$ cat config.mk
export PLATFORM = sky130hd
export DESIGN_NAME = snn_input_loader
export DESIGN_NICKNAME = d
export VERILOG_FILES = /design/src/rtl/snn_pkg.sv /design/src/rtl/snn_input_loader.sv
export SDC_FILE = /design/constraint.sdc
export NUM_CORES = 1
export LEC_CHECK = 0
export CAP_MARGIN = 20
export CORE_AREA = 8 8 71 54
export DETAILED_ROUTE_END_ITERATION = 8
export DIE_AREA = 0 0 79 62
export GPL_TIMING_DRIVEN = 0
export PLACE_DENSITY = 0.81
export SLEW_MARGIN = 20
export SYNTH_ARGS = -nofsm -noshare
export SYNTH_HDL_FRONTEND = slang
export SYNTH_SLANG_ARGS = --single-unit
$ cat constraint.sdc
create_clock -name clk -period 5.13 [get_ports clk]
set_input_delay 1.026 -clock clk [delete_from_list [all_inputs] [get_ports clk]]
set_output_delay 1.026 -clock clk [all_outputs]
set_load 0.05 [all_outputs]
$ cat src/rtl/snn_pkg.sv
// Shared constants and types for the SNN digit classifier.
package snn_pkg;

    // Pixels in one binary input image (28x28).
    localparam int NUM_PIXELS = 784;

    // Address width of the 784x1 input-unit RAM.
    localparam int ADDR_IN_W  = 10;

    // Bits carried by one UART byte.
    localparam int BYTE_W     = 8;

    // Input loader control states.
    typedef enum logic [2:0] {
        IDLE      = 3'd0,
        WAIT_BYTE = 3'd1,
        UNPACK    = 3'd2,
        START     = 3'd3,
        RUN       = 3'd4
    } loader_state_e;

endpackage

$ cat src/rtl/snn_input_loader.sv
// Input loader: takes the packed image byte-by-byte from the UART, writes it
// LSB-first into the 784x1 input RAM, kicks the core, then hands the RAM
// address port to the core until it reports done.
module snn_input_loader #(
    parameter int NUM_PIXELS = snn_pkg::NUM_PIXELS,  // must be a multiple of BYTE_W
    parameter int BYTE_W     = snn_pkg::BYTE_W
) (
    input  logic                          clk,
    input  logic                          rst_n,
    input  logic                          rx_rdy,
    input  logic [BYTE_W-1:0]             rx_data,
    output logic                          clr_rx_rdy,
    input  logic [snn_pkg::ADDR_IN_W-1:0] core_addr,
    input  logic                          core_done,
    output logic [snn_pkg::ADDR_IN_W-1:0] ram_addr,
    output logic                          ram_d,
    output logic                          ram_we,
    output logic                          start,
    output logic                          busy
);
    import snn_pkg::*;

    localparam int BIT_W = $clog2(BYTE_W);

    localparam logic [BIT_W-1:0]     LAST_BIT = BIT_W'(BYTE_W - 1);
    localparam logic [ADDR_IN_W-1:0] LAST_PIX = ADDR_IN_W'(NUM_PIXELS - 1);

    loader_state_e          state_q, state_d;
    logic [BYTE_W-1:0]      shift_q, shift_d;
    logic [BIT_W-1:0]       bit_cnt_q, bit_cnt_d;
    logic [ADDR_IN_W-1:0]   pix_cnt_q, pix_cnt_d;
    logic                   busy_q, busy_d;

    // State and datapath registers; reset discards any partial image.
    always_ff @(posedge clk or negedge rst_n) begin
        if (!rst_n) begin
            state_q   <= IDLE;
            shift_q   <= '0;
            bit_cnt_q <= '0;
            pix_cnt_q <= '0;
            busy_q    <= 1'b0;
        end else begin
            state_q   <= state_d;
            shift_q   <= shift_d;
            bit_cnt_q <= bit_cnt_d;
            pix_cnt_q <= pix_cnt_d;
            busy_q    <= busy_d;
        end
    end

    // Next-state logic and state-decoded outputs, including the RAM address mux.
    always_comb begin
        state_d    = state_q;
        shift_d    = shift_q;
        bit_cnt_d  = bit_cnt_q;
        pix_cnt_d  = pix_cnt_q;
        busy_d     = busy_q;
        clr_rx_rdy = 1'b0;
        ram_we     = 1'b0;
        ram_d      = 1'b0;
        start      = 1'b0;
        ram_addr   = pix_cnt_q;

        case (state_q)
            IDLE: begin
                // First byte of a new image also raises busy.
                if (rx_rdy) begin
                    shift_d    = rx_data;
                    clr_rx_rdy = 1'b1;
                    busy_d     = 1'b1;
                    state_d    = UNPACK;
                end
            end

            WAIT_BYTE: begin
                if (rx_rdy) begin
                    shift_d    = rx_data;
                    clr_rx_rdy = 1'b1;
                    state_d    = UNPACK;
                end
            end

            UNPACK: begin
                // One pixel per cycle, LSB of the byte first.
                ram_we    = 1'b1;
                ram_d     = shift_q[0];
                shift_d   = shift_q >> 1;
                bit_cnt_d = bit_cnt_q + 1'b1;
                pix_cnt_d = pix_cnt_q + 1'b1;
                if (bit_cnt_q == LAST_BIT) begin
                    // Image length is a whole number of bytes, so the last
                    // pixel always lines up with the last bit of a byte.
                    if (pix_cnt_q == LAST_PIX) begin
                        pix_cnt_d = '0;
                        state_d   = START;
                    end else begin
                        state_d   = WAIT_BYTE;
                    end
                end
            end

            START: begin
                start    = 1'b1;
                ram_addr = core_addr;
                state_d  = RUN;
            end

            RUN: begin
                // Core owns the RAM; UART bytes wait until we are back in IDLE.
                ram_addr = core_addr;
                if (core_done) begin
                    busy_d  = 1'b0;
                    state_d = IDLE;
                end
            end

            default: state_d = IDLE;
        endcase
    end

    assign busy = busy_q;

endmodule

==> reports/qor.csv <==
stage,metric,value,unit
finish,"Net count, final",199,
critical_path,CP Launch Type,input port,
synth,Post-synth ARST share,100,%
critical_path,crit path DAT,2.86,ns
clock_network,Clock Sinks,25,
critical_path,crit path buf inv count,3,
floorplanning,Die Wd,79,um
detailed_routing,wire per inst,14.8,um
placement,GPL Wtd Cong,0.810,
critical_path,required time worst endpoint,4.10,ns
finish,area growth from synthesis to final layout,34.0,%
critical_path,slowest CP cell,clkdlybuf4s50_1,
power_and_ir_drop,P_leak,0.000761,uW
synth,Cells after Synth,133,
finish,number of diodes,0,
sta,slew at the pin with the worst max-slew slack,0.562,ns
global_routing,Total GRT Usage,13.6,%
synth,Mapped Avg Cell Area,9.92,um^2
detailed_routing,Post-route DRC,0,
critical_path,R2R setup slack,3.34,ns
critical_path,"critical path fanouts, max",10,
critical_path,Critical Path Stages,4,
sta,fmax,258,MHz
power_and_ir_drop,Power Density,672,nW/um^2
synth,number of synthesized flops with an enable pin,0,
detailed_routing,drt pass-1 iters,4,
global_routing,grt total ovfl,0,
critical_path,crit-path cells,"clkdlybuf4s50_1, nand2_1, clkinv_1, clkdlybuf4s50_1",
power_and_ir_drop,Final Total Pwr,1190,uW
critical_path,Crit Path Category,input port to output port,
critical_path,RR Endpoint,pix_cnt_q[0],
placement,IO buf count,36,
synth,synthesized flop and latch total,25,
clock_network,cts hold-fix bufs,0,
detailed_routing,via count,1111,
critical_path,"most used cell, CP",clkdlybuf4s50_1,
clock_network,Skew-Pair Late Insertion Delay,0.27,ns
global_routing,vias in the first global route,1189,
critical_path,depth of the most critical reg-to-reg path,4,
clock_network,clock buffer depth,2,
placement,dpl hpwl,2410,um
floorplanning,core area,2720,um^2
sta,Post-Route Skew,0.00361,ns
sta,setup TNS,0,ns
critical_path,Reg-to-Reg Start,pix_cnt_q[7],
global_routing,first-pass GRT wire length,5370,um
sta,slew margin rel.,62.5,%
synth,mapped cell area,1320,um^2
global_routing,largest net degree at the start of global routing,26,
flow_run,max-cap viol count,0,
sta,Final Hold Viols,0,
finish,share of cells above drive strength 1,14.5,%
sta,period utilization,75.7,%
synth,Yosys top cell by area,dfrtp_1,
sta,unrepaired setup endpoints after global routing,no,
synth,"top cells by area, synth","dfrtp_1 47%, mux2_2 8.5%, nand2_1 5.1%",
power_and_ir_drop,Max rail drop VDD,0.000415,V
run_status,outcome,"complete, no violations",
synth,sequential area share after synthesis,47.4,%
critical_path,crit path launch,rx_rdy,
clock_network,post-CTS setup buffer count,0,
critical_path,end of the critical path,clr_rx_rdy,
floorplanning,Initial Utilization,48.5,%
clock_network,Num CTS Buffers,3,
synth,Synth top area share,47.4,%
sta,final setup fails,0,
floorplanning,Row Count,16,
finish,fillers,230,
clock_network,post-CTS sizing,0,
detailed_routing,final wirelength,3090,um
critical_path,CP max stage delay,0.78,ns
critical_path,CP top delay family,buffers and inverters,
detailed_routing,antenna-violating nets left,0,
clock_network,Worst-path clk slew,0.09,ns
synth,syn nets,158,
synth,dominant synthesized flop cell,dfrtp_1,
global_routing,initial antenna violation count,0,
min_path,HP Class,register to register,
detailed_routing,DR vias/cell,5.32,
floorplanning,# IOs,37,
synth,Ys Warns,0,
sta,clock period minus worst slack,3.88,ns
finish,Final Instance Count excl. Fillers,209,
clock_network,TritonCTS clock tree,built,
critical_path,Critical Path Sink Type,output port,
clock_network,CTS H-tree depth,1,
placement,Cell Count Post-Placement,205,
floorplanning,Die Ht,62,um
detailed_routing,1st-iter DRT viols,120,
sta,Fin Hold WS,0.483,ns
clock_network,Clock Tree Root,clkbuf_8,
floorplanning,DIE AREA,4900,um^2
sta,Slew Limit Fails,0,
synth,synth unique cells,31,
## state kept, by name, summed over array words and instances, names as in the netlist
signal,count
busy,1
bit_cnt_q,3
pix_cnt_q,10
shift_q,8
state_q,3
## kinds of logic (layout without fill, tap and decap cells)
group           count (synthesis)  in the layout  share of synthesized area (%)
mux                            10             10                           8.53
buf+inv                         8             48                           3.03
simple gates                   63             63                           25.3
flops                          25             25                           47.4
fa+ha+maj                       3              3                           2.84
xor+xnor                        9              9                           5.97
compound gates                 15             15                           6.92
## placed cells by master, fill, tap and decap left out, types with 2 or more instances in the layout
cell | synthesis | layout
nor4_4 | 2 | 2
inv_1 | 3 | 3
a21oi_1 | 2 | 2
nor2_1 | 18 | 18
mux2_2 | 10 | 10
buf_2 | 2 | 3
nand2_1 | 18 | 18
clkdlybuf4s50_1 | 0 | 35
dfrtp_1 | 25 | 25
o22ai_1 | 7 | 7
xor2_1 | 3 | 3
clkbuf_8 | 0 | 3
nand4_1 | 4 | 4
o21ai_0 | 4 | 4
xnor2_1 | 6 | 6
nor3_1 | 10 | 10
ha_1 | 3 | 3
## where the power goes
part | internal, uW | switching, uW | leakage [uW]
registers | 280 | 77.7 | 0.000306
logic | 278 | 433 | 0.000433
clock network | 55.1 | 63.8 | 0.0000217
## cell type report
cell class | instances | area (um^2) | area share, %
Clock inverter | 1 | 7.51 | 0.424
Multi-Input combinational cell | 100 | 654 | 37.0
Timing Repair Buffer | 36 | 355 | 20.1
Clock buffer | 3 | 41.3 | 2.33
Buffer | 4 | 25.0 | 1.41
Tap cell | 36 | 45.0 | 2.55
Sequential cell | 25 | 626 | 35.4
Inverter | 4 | 15.0 | 0.849
## per-stage QoR
step / setup WS, ns / instance area [um^2] / util, %
floorplan: 2.16 / 1320 / -
global placement: 1.31 / 1730 / 63.4
detailed placement: 1.28 / 1730 / 63.4
CTS: 1.27 / 1770 / 65.2
global route: 1.19 / 1770 / 65.0
finish: 1.25 / 1770 / 65.0
## synth_stat cells (all sizes together), types with 3 or more instances
library cell,number
dfrtp,25
nor2,19
nand2,18
mux2,10
nor3,10
o22ai,7
xnor2,6
nand4,4
o21ai,4
a21oi,3
buf,3
ha,3
inv,3
nor4,3
xor2,3
## worst min path at each step
| stage | slack [ns] | start | endpoint | depth (start not counted) |
|---|---|---|---|---|
| 2_1_floorplan | 0.45 | bit_cnt_q[1] | bit_cnt_q[1] | 2 |
| 5_1_grt | 0.50 | bit_cnt_q[0] | bit_cnt_q[0] | 1 |
| 3_3_place_gp | 0.46 | bit_cnt_q[1] | bit_cnt_q[1] | 2 |
| 4_1_cts | 0.49 | bit_cnt_q[0] | bit_cnt_q[0] | 1 |
| 6_report | 0.48 | bit_cnt_q[0] | bit_cnt_q[0] | 1 |
| 3_5_place_dp | 0.47 | bit_cnt_q[2] | bit_cnt_q[2] | 2 |
## routing by layer
layer | wire, um | track usage [%] | share of wire [%]
met3 | 139 | 4.17 | 4.5
met1 | 1410 | 16.9 | 45
met4 | 27 | 4.72 | 0.87
met5 | 0 | 0 | 0
met2 | 1520 | 22.2 | 49
No activity file was read; power rests on OpenSTA's default activity.
